### src/rtl/reg_file_mp.sv
// reg_file_mp: parametrised register file with two prioritised write ports,
// two registered read ports with valid flags, an optional hard-wired zero
// entry (ZERO_REG) and a sequential clear sweep started by a clr pulse.
// Optional feature: define REG_FILE_BYPASS_EN to forward same-edge write data
// to a read of the same address. Without it, such a read returns the
// contents from before the write.
module reg_file_mp #(
    parameter int DATA_W   = 8,
    parameter int ADDR_W   = 3,
    parameter int ZERO_REG = 0
) (
    input  logic              clk,
    input  logic              rst,
    input  logic              we0,
    input  logic [ADDR_W-1:0] waddr0,
    input  logic [DATA_W-1:0] wdata0,
    input  logic              we1,
    input  logic [ADDR_W-1:0] waddr1,
    input  logic [DATA_W-1:0] wdata1,
    input  logic              re1,
    input  logic [ADDR_W-1:0] raddr1,
    input  logic              re2,
    input  logic [ADDR_W-1:0] raddr2,
    output logic [DATA_W-1:0] rdata1,
    output logic [DATA_W-1:0] rdata2,
    output logic              rvalid1,
    output logic              rvalid2,
    input  logic              clr,
    output logic              busy
);

    localparam int DEPTH = 1 << ADDR_W;

    typedef enum logic {
        IDLE,
        SWEEP
    } state_t;

    state_t            state;
    logic [ADDR_W-1:0] ptr;
    logic [DATA_W-1:0] mem [DEPTH];

    logic              wr0_ok;
    logic              wr1_ok;
    logic [DATA_W-1:0] rd1_next;
    logic [DATA_W-1:0] rd2_next;

    // A write takes effect only outside the sweep and never at the zero entry.
    always_comb begin
        wr0_ok = we0 && (state == IDLE) && !((ZERO_REG != 0) && (waddr0 == '0));
        wr1_ok = we1 && (state == IDLE) && !((ZERO_REG != 0) && (waddr1 == '0));
    end

    // Read data for the next edge: stored contents, optionally overridden by
    // same-edge write data (port 1 checked last so it wins a double hit).
    always_comb begin
        // NOTE: every combinational output gets a default first so no path
        // leaves it unassigned, which would otherwise infer a latch.
        rd1_next = mem[raddr1];
        rd2_next = mem[raddr2];
`ifdef REG_FILE_BYPASS_EN
        if (wr0_ok && (waddr0 == raddr1)) rd1_next = wdata0;
        if (wr1_ok && (waddr1 == raddr1)) rd1_next = wdata1;
        if (wr0_ok && (waddr0 == raddr2)) rd2_next = wdata0;
        if (wr1_ok && (waddr1 == raddr2)) rd2_next = wdata1;
`endif
        if ((ZERO_REG != 0) && (raddr1 == '0)) rd1_next = '0;
        if ((ZERO_REG != 0) && (raddr2 == '0)) rd2_next = '0;
    end

    // Storage and clear-sweep FSM: normal writes in IDLE, one entry zeroed
    // per cycle in SWEEP; busy is registered alongside the state.
    always_ff @(posedge clk or posedge rst) begin
        if (rst) begin
            // NOTE: the storage array is reset here on purpose: reset must
            // leave every entry at zero, which rules out a plain RAM macro.
            for (int i = 0; i < DEPTH; i++) begin
                mem[i] <= '0;
            end
            state <= IDLE;
            ptr   <= '0;
            busy  <= 1'b0;
        end else begin
            case (state)
                IDLE: begin
                    // NOTE: non-blocking assignments for all state; the later
                    // port-1 assignment overrides port 0 on an address collision.
                    if (wr0_ok) mem[waddr0] <= wdata0;
                    if (wr1_ok) mem[waddr1] <= wdata1;
                    if (clr) begin
                        state <= SWEEP;
                        ptr   <= '0;
                        busy  <= 1'b1;
                    end
                end
                SWEEP: begin
                    mem[ptr] <= '0;
                    if (ptr == ADDR_W'(DEPTH - 1)) begin
                        state <= IDLE;
                        ptr   <= '0;
                        busy  <= 1'b0;
                    end else begin
                        ptr <= ptr + 1'b1;
                    end
                end
                default: begin
                    state <= IDLE;
                    ptr   <= '0;
                    busy  <= 1'b0;
                end
            endcase
        end
    end

    // Registered read ports: data captured on request, held otherwise;
    // the valid flag follows the request by one cycle.
    always_ff @(posedge clk or posedge rst) begin
        if (rst) begin
            rdata1  <= '0;
            rdata2  <= '0;
            rvalid1 <= 1'b0;
            rvalid2 <= 1'b0;
        end else begin
            rvalid1 <= re1;
            rvalid2 <= re2;
            if (re1) rdata1 <= rd1_next;
            if (re2) rdata2 <= rd2_next;
        end
    end

endmodule

### config.mk
export PLATFORM = sky130hd
export DESIGN_NAME = reg_file_mp
export DESIGN_NICKNAME = d
export VERILOG_FILES = /design/src/rtl/reg_file_mp.sv
export SDC_FILE = /design/constraint.sdc
export NUM_CORES = 1
export LEC_CHECK = 0
export BUFFER_PORTS_ARGS = -buffer_cell sky130_fd_sc_hd__clkbuf_2
export CAP_MARGIN = 20
export CORE_UTILIZATION = 40
export DETAILED_ROUTE_END_ITERATION = 8
export PLACE_DENSITY_LB_ADDON = 0.2
export SETUP_SLACK_MARGIN = 0.5
export SYNTH_ARGS = -nofsm -noshare
export SYNTH_HDL_FRONTEND = slang
export SYNTH_SLANG_ARGS = --single-unit
### constraint.sdc
create_clock -name clk -period 3.8 [get_ports clk]
set_input_delay 0.76 -clock clk [delete_from_list [all_inputs] [get_ports clk]]
set_output_delay 0.76 -clock clk [all_outputs]
set_load 0.005 [all_outputs]
==> impl_metrics.csv <==
group,metric,value,unit
status,status,"finished, final reports clean",
power_and_ir_drop,p_leak,2.89,nW
layout,syn_to_final_growth,2.87,%
timing,skew,8.84,ps
timing,finalSetupTns,0,ps
synth,ys_seq_area_frac,0.333,
clock_network,cts.hold.buffers_added,0,
floorplanning,rows,46,
timing,slew_violations,0,
placed_design,numPortBuffers,53,
power_and_ir_drop,p_total,3.37,mW
layout,final_nets,791,
routing,vias,6016,
placed_design,dp_hpwl,14.6,mm
critical_path,max_stage_delay,730,ps
critical_path,timing.rr.start,"state",
synth,synth_nets,805,
critical_path,cp_data_arrival_time,2820,ps
flow_run,drv_cap,0,
clock_network,cts_tree,"done",
clock_network,clk_latency,350,ps
routing,detail_route.iter0.violations,895,
clock_network,post-cts-setup-buffers,0,
critical_path,path_class,"reg2reg",
floorplanning,start_util,0.411,
grt,grt_antenna_before_repair,0,
critical_path,critPathTopFamily,"buffers and inverters",
timing,period_needed,2530,ps
floorplanning,die_area,16800,um^2
critical_path,worstPathMaxFanout,48,
timing,tightestPinTransition,1130,ps
synth,yosys.area.top_type,"dfrtp_1",
floorplanning,core_area,15900,um^2
critical_path,start_kind,"flip-flop",
min_path,hp-class,"in2async",
timing,rsz0062_at_grt,"false",
layout,antenna_cells,0,
critical_path,crit_path_frequent_cell,"buf_4",
synth,synthTopCellsByArea,"dfrtp_1, mux2i_1, nand2_1",
grt,grt_max_degree,59,
power_and_ir_drop,powerDensity,502,nW/um^2
synth,synthCells,768,
critical_path,r2r-end,"mem[56]",
clock_network,htree_levels,3,
synth,synth_edf_count,0,
critical_path,crit_buf_inv,3,
synth,syn_area,6530,um^2
synth,synth_top_area_share,0.333,
timing,max_freq,0.395,GHz
clock_network,numCtsBuffers,9,
critical_path,required,4090,ps
layout,fin_cells,975,
routing,vias_per_cell,6.17,
floorplanning,io_pins,54,
layout,final_core_util,0.423,
critical_path,reg2reg_depth,6,
floorplanning,die_x,130,um
routing,wl_per_cell,21.8,um
synth,synth-seq-cells,87,
synth,ys_types,45,
grt,globalRouteOverflowTotal,0,
synth,ys_warn_count,0,
grt,grt_pass1_vias,5359,
floorplanning,fp.dieH,130,um
critical_path,crit_cells,6,
routing,wl,21.2,mm
power_and_ir_drop,vdd_drop_max,0.372,mV
timing,setup_viol_count_final,0,
synth,syn_avg_cell_area,8.50,um^2
critical_path,ff2ff_setup_slack,1270,ps
timing,whs,337,ps
grt,grt_pass1_wl,32.4,mm
clock_network,post_cts_resize_count,0,
timing,finalHoldViolCount,0,
routing,firstDrtPassIters,6,
placed_design,dpl.cell_count,958,
synth,synthArstFlopShare,1.00,
layout,drive_gt1_frac,0.132,
grt,grtUsageTotal,0.260,
clock_network,cts_root_buffer,"clkbuf_16",
clock_network,cts.sinks,87,
clock_network,clockBufferDepth,2,
timing,relSlewSlack,0.240,
timing,post-route-period-util,0.665,
critical_path,cp-end-kind,"flip-flop",
critical_path,worstPathCellList,"inv_2, buf_4, buf_4, nand3_1, a21oi_1, a21o_1",
routing,drc,0,
critical_path,slowest_stage,"dfrtp_2",
placed_design,gp_congestion,0.868,
clock_network,path_clk_slew,70,ps
synth,synth_top_flop_cell,"dfrtp_1",
routing,ant_nets,0,
## cells in the final DEF (no fill, tap or decap), drive strengths merged, types with 20 or more instances in the layout
cell,instances
nand2,116
clkbuf,63
a21oi,64
a22oi,32
mux2i,64
dfrtp,87
a31oi,20
nand3,26
o21ai,106
inv,37
a221oi,40
## registers in the layout, summed over array words and instances (netlist names)
signal	cells
mem	64
rdata1	8
rvalid1	1
ptr	3
busy	1
rvalid2	1
rdata2	8
state	1
## cell type report
type | count | area [um^2]
sequential | 87 | 2180
clock buffer | 10 | 229
fill | 1644 | 9170
inverter | 38 | 144
tap | 216 | 270
clock inverter | 6 | 61.3
multi-input combinational | 558 | 3510
timing repair buffer | 60 | 330
## synth_stat cells, types with 5 or more instances
| master | n |
|---|---|
| nand2_1 | 116 |
| dfrtp_1 | 87 |
| o21ai_0 | 65 |
| a21oi_1 | 64 |
| mux2i_1 | 64 |
| o21ai_1 | 41 |
| inv_1 | 37 |
| a221oi_1 | 35 |
| a22oi_1 | 32 |
| buf_2 | 32 |
| nand3_1 | 26 |
| a31oi_1 | 20 |
| o22ai_1 | 18 |
| a21o_1 | 16 |
| clkbuf_8 | 16 |
| nor2b_1 | 11 |
| buf_1 | 9 |
| buf_6 | 8 |
| clkbuf_1 | 7 |
| and2b_2 | 6 |
| a221oi_2 | 5 |
| and2_1 | 5 |
| and3b_1 | 5 |
| buf_4 | 5 |
## worst max path at each step
stage | startpoint | end
3_5_place_dp | waddr0[1] | mem[56]
2_1_floorplan | rst | busy
5_1_grt | state | mem[60]
4_1_cts | state | mem[56]
6_report | state | mem[56]
3_3_place_gp | waddr0[1] | mem[62]
## per-layer routing
metal,share of wire,vias to the layer above,track usage
li1,-,2749,-
met1,0.47,2867,0.392
met2,0.43,367,0.381
met3,0.084,33,0.0328
met4,0.020,0,0.0848
met5,0,-,0
## power by group
group          switching, mW  internal (mW)  total [mW]
logic                  0.760          0.434        1.19
registers              0.223           1.06        1.28
clock network          0.385          0.508       0.893
## per-stage QoR
step           worst slack (ps)  instance area (um^2)
2_1_floorplan               790                  6530
3_3_place_gp               1140                  6410
3_5_place_dp               1060                  6410
4_1_cts                    1350                  6700
5_1_grt                    1110                  6720
6_report                   1270                  6720
## logic make-up after synthesis
kind of cell,Yosys count,synth area share
AOI/OAI and AO/OA,301,0.287
adders and majority gates,2,0.00383
buffers and inverters,123,0.130
DFF,87,0.333
muxes,64,0.0981
and+or+nand+nor,191,0.148
No activity file was read; power rests on OpenSTA's default activity.
